===== src/rtl/match_controller.sv =====
// Pong match sequencer: serve timing, scoring, winner detection and ball hold/launch control.
// Optional WIN_BY_TWO_EN: winner needs WIN_SCORE and a lead of two; overflowing scores shift both down.
module match_controller #(
    parameter int unsigned WIN_SCORE   = 9,
    parameter int unsigned SERVE_DELAY = 120,
    parameter bit          SERVE_FIRST = 1'b0,
    parameter int unsigned SCORE_W     = 4,
    parameter int unsigned DELAY_W     = 8
) (
    input  logic               clk,
    input  logic               reset,
    input  logic               tick,
    input  logic               enable,
    input  logic               new_match,
    input  logic               goal_p1,
    input  logic               goal_p2,
    output logic               ball_reset,
    output logic               ball_serve,
    output logic               serve_dir,
    output logic [SCORE_W-1:0] score_p1,
    output logic [SCORE_W-1:0] score_p2,
    output logic               match_over,
    output logic [1:0]         winner,
    output logic [2:0]         state
);

    localparam logic [SCORE_W-1:0] WIN_S      = SCORE_W'(WIN_SCORE);
    localparam logic [DELAY_W-1:0] DELAY_INIT = DELAY_W'(SERVE_DELAY);

    typedef enum logic [2:0] {
        ST_IDLE       = 3'd0,
        ST_SERVE_WAIT = 3'd1,
        ST_RALLY      = 3'd2,
        ST_POINT      = 3'd3,
        ST_GAME_OVER  = 3'd4
    } state_e;

    state_e             state_q, state_d;
    logic [DELAY_W-1:0] cnt_q, cnt_d;
    logic [SCORE_W-1:0] s1_q, s1_d, s2_q, s2_d;
    logic               dir_q, dir_d;
    logic               ball_reset_q, ball_reset_d;
    logic               ball_serve_q, ball_serve_d;
    logic               match_over_q, match_over_d;
    logic [1:0]         winner_q, winner_d;

`ifdef WIN_BY_TWO_EN
    localparam logic [SCORE_W-1:0] SCORE_MAX = '1;

    function automatic logic p_wins(input logic [SCORE_W-1:0] a, input logic [SCORE_W-1:0] b);
        return (a >= WIN_S) && ({1'b0, a} >= ({1'b0, b} + (SCORE_W+1)'(2)));
    endfunction

    // Decrement-both-then-increment collapses to: scorer holds at max, opponent drops by one
    function automatic logic [2*SCORE_W-1:0] bump(input logic [SCORE_W-1:0] win_s,
                                                  input logic [SCORE_W-1:0] lose_s);
        if (win_s == SCORE_MAX) return {win_s, lose_s - SCORE_W'(1)};
        return {win_s + SCORE_W'(1), lose_s};
    endfunction
`else
    function automatic logic p_wins(input logic [SCORE_W-1:0] a, input logic [SCORE_W-1:0] b);
        return (a >= WIN_S) && (a >= b);
    endfunction

    function automatic logic [2*SCORE_W-1:0] bump(input logic [SCORE_W-1:0] win_s,
                                                  input logic [SCORE_W-1:0] lose_s);
        if (win_s >= WIN_S) return {win_s, lose_s};
        return {win_s + SCORE_W'(1), lose_s};
    endfunction
`endif

    // State and datapath registers
    always_ff @(posedge clk or negedge reset) begin
        if (!reset) begin
            state_q      <= ST_IDLE;
            cnt_q        <= '0;
            s1_q         <= '0;
            s2_q         <= '0;
            dir_q        <= SERVE_FIRST;
            ball_reset_q <= 1'b1;
            ball_serve_q <= 1'b0;
            match_over_q <= 1'b0;
            winner_q     <= 2'b00;
        end else begin
            state_q      <= state_d;
            cnt_q        <= cnt_d;
            s1_q         <= s1_d;
            s2_q         <= s2_d;
            dir_q        <= dir_d;
            ball_reset_q <= ball_reset_d;
            ball_serve_q <= ball_serve_d;
            match_over_q <= match_over_d;
            winner_q     <= winner_d;
        end
    end

    // Next state, serve countdown and scoring
    always_comb begin
        state_d = state_q;
        cnt_d   = cnt_q;
        s1_d    = s1_q;
        s2_d    = s2_q;
        dir_d   = dir_q;
        if (new_match) begin
            state_d = ST_SERVE_WAIT;
            cnt_d   = DELAY_INIT;
            s1_d    = '0;
            s2_d    = '0;
            dir_d   = SERVE_FIRST;
        end else begin
            case (state_q)
                ST_SERVE_WAIT: begin
                    if (tick && enable) begin
                        if (cnt_q <= DELAY_W'(1)) begin
                            cnt_d   = '0;
                            state_d = ST_RALLY;
                        end else begin
                            cnt_d = cnt_q - DELAY_W'(1);
                        end
                    end
                end
                ST_RALLY: begin
                    // The point loser receives the next serve; simultaneous goals replay the point
                    if (goal_p1 && !goal_p2) begin
                        {s1_d, s2_d} = bump(s1_q, s2_q);
                        dir_d        = 1'b1;
                        state_d      = ST_POINT;
                    end else if (goal_p2 && !goal_p1) begin
                        {s2_d, s1_d} = bump(s2_q, s1_q);
                        dir_d        = 1'b0;
                        state_d      = ST_POINT;
                    end else if (goal_p1 && goal_p2) begin
                        state_d = ST_POINT;
                    end
                end
                ST_POINT: begin
                    if (p_wins(s1_q, s2_q) || p_wins(s2_q, s1_q)) begin
                        state_d = ST_GAME_OVER;
                    end else begin
                        cnt_d   = DELAY_INIT;
                        state_d = ST_SERVE_WAIT;
                    end
                end
                default: ;
            endcase
        end
    end

    // Registered outputs derived from the upcoming state
    always_comb begin
        ball_reset_d = (state_d != ST_RALLY);
        ball_serve_d = (state_q == ST_SERVE_WAIT) && (state_d == ST_RALLY);
        match_over_d = (state_d == ST_GAME_OVER);
        winner_d     = 2'b00;
        if (state_d == ST_GAME_OVER) begin
            winner_d = p_wins(s1_d, s2_d) ? 2'b01 : 2'b10;
        end
    end

    assign ball_reset = ball_reset_q;
    assign ball_serve = ball_serve_q;
    assign serve_dir  = dir_q;
    assign score_p1   = s1_q;
    assign score_p2   = s2_q;
    assign match_over = match_over_q;
    assign winner     = winner_q;
    assign state      = state_q;

endmodule


===== config.mk =====
export PLATFORM = sky130hd
export DESIGN_NAME = match_controller
export DESIGN_NICKNAME = d
export VERILOG_FILES = /design/src/rtl/match_controller.sv
export SDC_FILE = /design/constraint.sdc
export NUM_CORES = 1
export LEC_CHECK = 0
export BUFFER_PORTS_ARGS = -buffer_cell sky130_fd_sc_hd__buf_4
export CAP_MARGIN = 15
export CORE_ASPECT_RATIO = 0.9
export CORE_MARGIN = 4
export CORE_UTILIZATION = 56
export DETAILED_ROUTE_END_ITERATION = 16
export PLACE_DENSITY_LB_ADDON = 0.05
export RECOVER_POWER = 100
export SLEW_MARGIN = 20
export SYNTH_ARGS = -nofsm -noshare
export SYNTH_HDL_FRONTEND = slang
export SYNTH_SLANG_ARGS = --single-unit
export TNS_END_PERCENT = 1

===== constraint.sdc =====
create_clock -name clk -period 4.41 [get_ports clk]
set_input_delay 0.882 -clock clk [delete_from_list [all_inputs] [get_ports clk]]
set_output_delay 0.882 -clock clk [all_outputs]
set_load 0.03 [all_outputs]

# Yosys cells after proc, flatten, opt, wreduce, memory -nomap -nowiden
# Cells that the tools add are included.
totals:
  reg_bits: 25
  input_bits: 7
  output_inout_bits: 17
  elab_cells: 83
classes:
  addsub: 3
  magnitude_cmp: 7
  eq_ne: 8
  muxes: 40
  n_reduce_logical: 16
op_table:
  columns: ["operator", "count"]
  rows:
  - ["$mux W8", 8]
  - ["$mux W4", 8]
  - ["$mux W3", 7]
  - ["$pmux W8 S2", 1]
  - ["$mux W1", 13]
  - ["$ge A4 B4 Y1", 3]
  - ["$ge A4 B4 Y1 const B", 3]
  - ["$eq A3 B2 Y1 const B", 3]
  - ["$pmux W3 S3", 1]
  - ["$add A4 B1 Y4 const B", 2]
  - ["$le A8 B1 Y1 const B", 1]
  - ["$logic_and A1 B1 Y1", 8]
  - ["$sub A8 B1 Y8 const B", 1]
  - ["$ne A3 B3 Y1 const B", 2]
  - ["$reduce_bool A3 Y1", 2]
  - ["$mux W2", 2]
  - ["$eq A3 B1 Y1 const B", 1]
  - ["$eq A3 B3 Y1 const B", 1]
  - ["$ne A3 B2 Y1 const B", 1]
  - ["$reduce_and A3 Y1", 1]
  - ["$logic_not A1 Y1", 2]
  - ["$reduce_and A2 Y1", 1]
  - ["$reduce_bool A2 Y1", 1]
  - ["$logic_or A1 B1 Y1", 1]

# Depth between registers and ports, before layout
# Gate-level depths: netlist of the first run.
depth:
  depth_word: 15
  mapped_depth: 14
  ltp_nobuf: 14

# Worst setup path after synthesis of the first run
# No wires, ideal clock.
synth_timing:
  path_kind: "register to register"
  start: "register s1_q[1] (netlist: score_p1[1])"
  end: "register winner_q[0] (netlist: winner[0])"
  setup_time_ns: 0.119
  t_arrival_ns: 3.256
  t_required_ns: 4.291
  setup_slack_ns: 1.035
  stages_incl_launch_ff: 14
  path_buffers: 0
  period_less_slack_ns: 3.375
  path_cell_list: "dfrtp_1 inv_1 ha_1 or3b_4 a2111oi_4 xnor2_1 or2_2 ha_1 nand2b_1 a21o_1 a21oi_1 nor2b_1 o221a_1 and2_1"
synth_via:
  elab_chain_len: 13
  word_cells_on_any_way: 31
  cone_classes: "1 x add/sub; 5 x order compare; 1 x eq/ne; 20 x mux; 4 x reduce/logical"
synth_lines:
  columns: ["item", "line", "text"]
  rows:
  - ["start, declared", "40", "logic [SCORE_W-1:0] s1_q, s1_d, s2_q, s2_d;"]
  - ["start signal, assigned", "77", "s1_q <= '0;"]
  - ["start signal, assigned", "87", "s1_q <= s1_d;"]
  - ["$ge A4 B4 Y1", "62, 67", null]
  - ["$mux W1", "67", "if (win_s >= WIN_S) return {win_s, lose_s};"]
  - ["$mux W1", "124", "if (goal_p1 && !goal_p2) begin"]
  - ["$mux W1", "111", "case (state_q)"]
  - ["$mux W1", "104", "if (new_match) begin"]
  - ["$mux W8", "68", "return {win_s + SCORE_W'(1), lose_s};"]
  - ["$mux W4", "124", null]
  - ["$mux W4", "111", null]
  - ["$mux W4", "104", null]
  - ["$ge A4 B4 Y1", "62", "return (a >= WIN_S) && (a >= b);"]
  - ["$logic_and A1 B1 Y1", "62", null]
  - ["$mux W2", "156", "winner_d = p_wins(s1_d, s2_d) ? 2'b01 : 2'b10;"]
  - ["$mux W2 *", "155", "if (state_d == ST_GAME_OVER) begin"]
  - ["named net winner_d[0]", "45", "logic [1:0] winner_q, winner_d;"]
  - ["end signal, assigned", "93", "winner_q <= winner_d;"]
  - ["end, declared", "45", null]
# Mark *: on every way through the listed nets, which the timed path passes. The rest lies on a longest branch. The select of a mux whose other input is x is not followed.
# A chain may end at the register's enable or synchronous reset.

# Final worst setup path of the first run
layout_timing:
  start: "register s1_q[0] (netlist: score_p1[0])"
  end: "register winner_q[0] (netlist: winner[0])"
# The elaborated chain is that of the path after synthesis.

==> flow_summary.yaml, run 1 <==
status:
  status: "finished, final reports clean"
synthesis:
  ys_types: 44
  synth-main-ff-cell: "dfrtp_1"
  synth_top_area_share_pct: 37.3
  syn_inst: 172
  synth_nets: 195
  synth_edf_count: 0
  synth_area_leaders: "dfrtp_1 37%, ha_1 12%, nor2_1 4.2%"
  synth_area_per_cell_um2: 9.35
  syn_area_um2: 1610
  synthTopCellsByCount: "24 x dfrtp_1, 18 x nor2_1, 16 x ha_1"
  synth_top_area_cell: "dfrtp_1"
  synth_most_common_cell: "dfrtp_1"
  synth_warnings: 0
  yosysSeqAreaShare_pct: 39.0
  ys_ff_latch: 25
  synthArstFlopShare_pct: 100
detailed_routing:
  finalWirelength_mm: 3.61
  wire_per_inst_um: 15.2
  drt_iter0_drc: 92
  vias: 1375
  antenna_left: 0
  dr.pass1.iters: 4
  drc_errors: 0
  via_per_inst: 5.80
sta:
  final.period_utilization_pct: 77.8
  rsz0062_at_grt: "false"
  fin_ws_ns: 0.981
  worstMarginPinSlew_ns: 1.34
  final.setup.tns_ns: 0
  setup_violations: 0
  finalCriticalPeriod_ns: 3.43
  fmax_ghz: 0.292
  maxSlewHeadroom_pct: 10.5
  clock_skew_ns: 0.00818
  finalHoldViolCount: 0
  final_max_slew_viol_count: 0
floorplanning:
  placementRows: 18
  die_y_um: 58.9
  die-area_um2: 3800
  boundaryPins: 24
  core_um2: 2750
  die_x_um: 64.5
  start_util_pct: 58.6
global_routing:
  antenna_found_initial: 0
  grt_start_max_net_pins: 26
  grt_remaining_overflow: 0
  grtUsageTotal_pct: 20.0
  grt_pass1_vias: 1227
  grt_pass1_wl_mm: 5.93
clock_tree:
  cts_buffers: 3
  cts_tree: "yes"
  postCtsHoldBufs: 0
  cts_setup_buffers: 0
  cts.path.max_buffers: 2
  worst_skew_pair.late_latency_ns: 0.31
  cts_sinks: 25
  clk_pin_slew_ns: 0.14
  root_buffer: "clkbuf_4"
  h-tree-depth: 1
  ctsResizeCount: 0
critical_path:
  cp_max_fo: 9
  startpoint_type: "flop"
  critPathKind: "reg -> reg"
  crit_required_ns: 4.64
  r2r-end: "winner[0]$_DFF_PN0_"
  rrSetupSlack_ns: 0.98
  reg2regPathDepth: 12
  startpoint: "score_p1[0]$_DFF_PN0_"
  endpoint: "winner[0]$_DFF_PN0_"
  critical_path.endpoint_type: "flop"
  crit_arrival_ns: 3.66
  crit-reg2reg-launch: "score_p1[0]$_DFF_PN0_"
layout:
  area_delta_synth_final_pct: 10.3
  final_nets: 221
  drive_above_1_share_pct: 9.14
  fillers: 274
  n_antenna_cell: 0
  final_util_pct: 64.6
place:
  io_buffer_count: 23
  dp_slack_ns: 1.06
  dpl.hpwl_mm: 2.77
  place_congestion: 0.877
min_path:
  hold_path_class: "reg -> reg"
power_and_ir_drop:
  p_leak_nw: 0.746
  vdd_ir_drop_max_v: 0.000154
  powerDensity_nw_per_um2: 234
run:
  cap_violations: 0
==> layout by cell type, fill, tap and decap left out, drive strengths merged, types with 2 or more instances in the layout <==
cell type | netlist | final
nor2 | 18 | 18
and2 | 3 | 3
buf | 0 | 5
o211a | 2 | 2
dfrtp | 24 | 24
clkbuf | 2 | 22
nand3 | 3 | 3
a2111oi | 2 | 2
o22ai | 2 | 2
or3b | 3 | 3
inv | 14 | 14
ha | 16 | 16
nand2b | 6 | 6
a21oi | 7 | 7
nand2 | 9 | 9
a21o | 2 | 2
a31oi | 2 | 2
nor3 | 7 | 7
xnor2 | 2 | 2
o21ai | 12 | 12
or2 | 7 | 7
nand3b | 2 | 2
nor2b | 5 | 5
o31ai | 4 | 4
a41oi | 3 | 3
==> flip-flops by register name, summed over array words and instances (netlist names) <==
signal	flops
state	3
ball_serve	1
winner	2
cnt_q	8
ball_reset	1
serve_dir	1
score_p2	4
match_over	1
score_p1	4
==> cell families after synthesis <==
family	Yosys count	synth area share, %
mux	1	0.622
flops	25	39.0
fa+ha+maj	16	12.4
compound gates	42	18.9
buf+inv	16	3.73
xor+xnor	3	1.63
simple gates	69	23.7
==> report_power, final <==
| part | internal (W) | total [W] | switching, W |
|---|---|---|---|
| clock network | 0.0000353 | 0.000102 | 0.0000669 |
| registers | 0.000241 | 0.000257 | 0.0000163 |
| logic | 0.0000232 | 0.0000565 | 0.0000332 |
| total | 0.000299 | 0.000416 | 0.000116 |
==> area by class of cell <==
type / count / area, um2 / share of cell area (%)
multi-input combinational: 131 / 913 / 51.5
sequential: 25 / 627 / 35.3
timing repair buffer: 23 / 105 / 5.92
inverter: 14 / 52.6 / 2.96
tap: 40 / 50.0 / 2.82
clock buffer: 4 / 26.3 / 1.48
==> routing by layer <==
layer / share of wire, % / GRT usage (%) / up-vias / wire [um]
met5: 0 / 0 / - / 0
met1: 47 / 29.2 / 648 / 1710
met2: 46 / 31.0 / 46 / 1670
li1: - / - / 675 / -
met3: 5.2 / 3.63 / 6 / 187
met4: 1.0 / 5.12 / 0 / 36
==> metrics by stage <==
stage / cells / hold WS (ns) / area (um2) / power, W
after global placement: 233 / 0.501 / 1820 / 0.000316
after detailed placement: 233 / 0.511 / 1820 / 0.000318
after global routing: 237 / 0.571 / 1770 / 0.000443
final: 237 / 0.527 / 1770 / 0.000416
after floorplan: 172 / 0.468 / 1610 / 0.000296
after CTS: 237 / 0.441 / 1850 / 0.000423
==> worst max-delay path, stage by stage (launching register included) <==
cell and delay [ns]:
dfrtp_1 0.51, ha_1 0.23, or3b_1 0.44, a2111oi_4 0.57, xnor2_1 0.13, or2_2 0.30, ha_1 0.29, nand2b_1 0.14
a21o_1 0.17, a21oi_1 0.13, nor2b_1 0.06, o221a_1 0.23, and2_1 0.15
==> worst min-delay path by stage <==
stage / start / end / slack (ns) / cells past startpoint
after floorplan: cnt_q[7]$_DFFE_PN0P_ / cnt_q[7]$_DFFE_PN0P_ / 0.47 / 1
after global placement: cnt_q[7]$_DFFE_PN0P_ / cnt_q[7]$_DFFE_PN0P_ / 0.50 / 1
after detailed placement: cnt_q[7]$_DFFE_PN0P_ / cnt_q[7]$_DFFE_PN0P_ / 0.51 / 1
after CTS: reset / state[0]$_DFF_PN0_ / 0.44 / 1
after global routing: serve_dir$_DFFE_PN0P_ / serve_dir$_DFFE_PN0P_ / 0.57 / 2
final: cnt_q[7]$_DFFE_PN0P_ / cnt_q[7]$_DFFE_PN0P_ / 0.53 / 1
Note: power is estimated with default switching activity, not from simulation.
==> run 2: changes to the inputs <==
ABC_AREA = 1   (was not set)
CORE_UTILIZATION = 57   (was 56)
clock period = 3.2 ns   (was 4.41 ns; I/O delays follow)
==> flow_summary.yaml, run 2 <==
critical_path:
  critical_path.endpoint_type: "flop"
  startpoint_type: "flop"
  critPathKind: "reg -> reg"
  crit_required_ns: 3.41
  crit_arrival_ns: 2.76
  cp_max_fo: 6
synthesis:
  syn_area_um2: 1670
  synth_most_common_cell: "inv_1"
  synth_nets: 241
  ys_ff_latch: 25
  synth_warnings: 0
  synth-main-ff-cell: "dfrtp_1"
  synthArstFlopShare_pct: 100
  synth_edf_count: 0
  synth_area_per_cell_um2: 7.66
  syn_inst: 218
  synth_area_leaders: "dfrtp_1 36%, ha_1 12%, inv_1 10%"
  synthTopCellsByCount: "45 x inv_1, 42 x nand2_1, 24 x dfrtp_1"
  synth_top_area_share_pct: 36.0
  ys_types: 27
  synth_top_area_cell: "dfrtp_1"
  yosysSeqAreaShare_pct: 37.5
sta:
  holdWs_ns: 0.537
  maxSlewHeadroom_pct: 9.97
  worstMarginPinSlew_ns: 1.35
  final_max_slew_viol_count: 0
  fmax_ghz: 0.392
  fin_ws_ns: 0.651
  setup_violations: 0
  clock_skew_ns: 0.00466
  final.setup.tns_ns: 0
  finalCriticalPeriod_ns: 2.55
  final.period_utilization_pct: 79.6
  rsz0062_at_grt: "false"
  finalHoldViolCount: 0
layout:
  final_util_pct: 65.5
  n_antenna_cell: 0
  drive_above_1_share_pct: 7.82
  final_cell_mix: "46 x inv_1, 42 x nand2_1, 24 x dfrtp_1, 20 x nand3_1, 19 x clkbuf_1"
  final_nets: 267
  area_delta_synth_final_pct: 8.61
  final_common_cell: "inv_1"
  largest_register_ffs: 8
  largest_register: "cnt_q"
clock_tree:
  h-tree-depth: 1
  cts_buffers: 3
  cts_tree: "yes"
  ctsResizeCount: 0
  cts_setup_buffers: 0
  worst_skew_pair.late_latency_ns: 0.31
  root_buffer: "clkbuf_4"
  postCtsHoldBufs: 0
  clk_pin_slew_ns: 0.13
  cts_sinks: 25
  cts.path.max_buffers: 2
detailed_routing:
  drt_iter0_drc: 112
  via_per_inst: 5.14
  dr.pass1.iters: 4
  wire_per_inst_um: 12.0
  vias: 1454
  drc_errors: 0
  antenna_left: 0
  finalWirelength_mm: 3.39
global_routing:
  grtUsageTotal_pct: 19.6
  grt_pass1_vias: 1380
  grt_start_max_net_pins: 26
  grt_pass1_wl_mm: 5.96
  grt_remaining_overflow: 0
  antenna_found_initial: 0
min_path:
  hold_path_class: "reg -> reg"
power_and_ir_drop:
  finalPower_w: 0.000657
  powerDensity_nw_per_um2: 362
  vdd_ir_drop_max_v: 0.000291
  p_leak_nw: 0.960
floorplanning:
  die-area_um2: 3860
  core_um2: 2770
  die_y_um: 59.4
  start_util_pct: 60.3
  die_x_um: 65.1
  placementRows: 18
  boundaryPins: 24
place:
  dpl.hpwl_mm: 2.69
  place_congestion: 0.832
  dp_slack_ns: 0.703
  io_buffer_count: 23
run:
  cap_violations: 0
status:
  status: "finished, final reports clean"
-- run 2: cell count changes after synthesis, sizes merged, moves of 6 or more --
cell    change
nand2      +36
inv        +32
nand3      +18
a21oi       +7
nand2b      -6
or2         -6
-- run 2: final timing paths --
check                                      from                     to  depth (start not counted)  slack (ns)
max reg2reg                  state[2]$_DFF_PN0_    winner[1]$_DFF_PN0_                         13        0.65
min reg2reg                cnt_q[6]$_DFFE_PN0P_   cnt_q[6]$_DFFE_PN0P_                          2        0.54
min                        cnt_q[6]$_DFFE_PN0P_   cnt_q[6]$_DFFE_PN0P_                          2        0.54
min in group asynchronous                 reset  score_p2[3]$_DFF_PN0_                          1        0.60
max                          state[2]$_DFF_PN0_    winner[1]$_DFF_PN0_                         13        0.65
max in group asynchronous                 reset   cnt_q[2]$_DFFE_PN0P_                          1        1.81
-- run 2: final cells by class --
class,count,area (um2)
clock buffers,4,26.3
fillers,254,956
inverters,46,173
multi-input cells,145,833
flip-flops and latches,25,627
well taps,40,50.0
repair buffers,23,105
-- run 2: cells by family (layout without fill, tap and decap cells) --
family                     Yosys count  after routing  synth area share (%)
AOI/OAI and AO/OA                   31             31                  10.6
and+or+nand+nor                     95             95                  27.2
buffers and inverters               48             73                  11.1
adders and majority gates           16             16                  12.0
xor gates and xnor gates             3              3                  1.57
DFF                                 25             25                  37.5
-- run 2: metrics by stage --
step	cell area (um2)	instances
2_1_floorplan	1670	218
3_3_place_gp	1880	279
3_5_place_dp	1880	279
4_1_cts	1910	283
5_1_grt	1810	283
6_report	1810	283
-- run 2: routing by layer --
layer	up-vias	part of all wire [%]	track usage, %
li1	747	-	-
met1	670	48	26.7
met2	35	46	32.9
met3	2	5.5	4.17
met4	0	0.38	3.55
met5	-	0	0
-- run 2: worst max-delay path, cell delays in order, from the launching register on --
cell	delay, ns
dfrtp_1	0.43
inv_1	0.13
nand3_1	0.16
nor2_1	0.40
nand2_2	0.11
o21ai_0	0.26
inv_1	0.08
nor2_1	0.18
ha_1	0.18
nand2_1	0.05
o211ai_1	0.21
nand2_1	0.08
a21oi_1	0.12
nor2_1	0.06
-- run 2: power by group --
part	total [W]	switching, W	internal (W)
clock	0.000138	0.0000894	0.0000486
combinational	0.000146	0.0000897	0.0000559
sequential	0.000374	0.0000304	0.000343
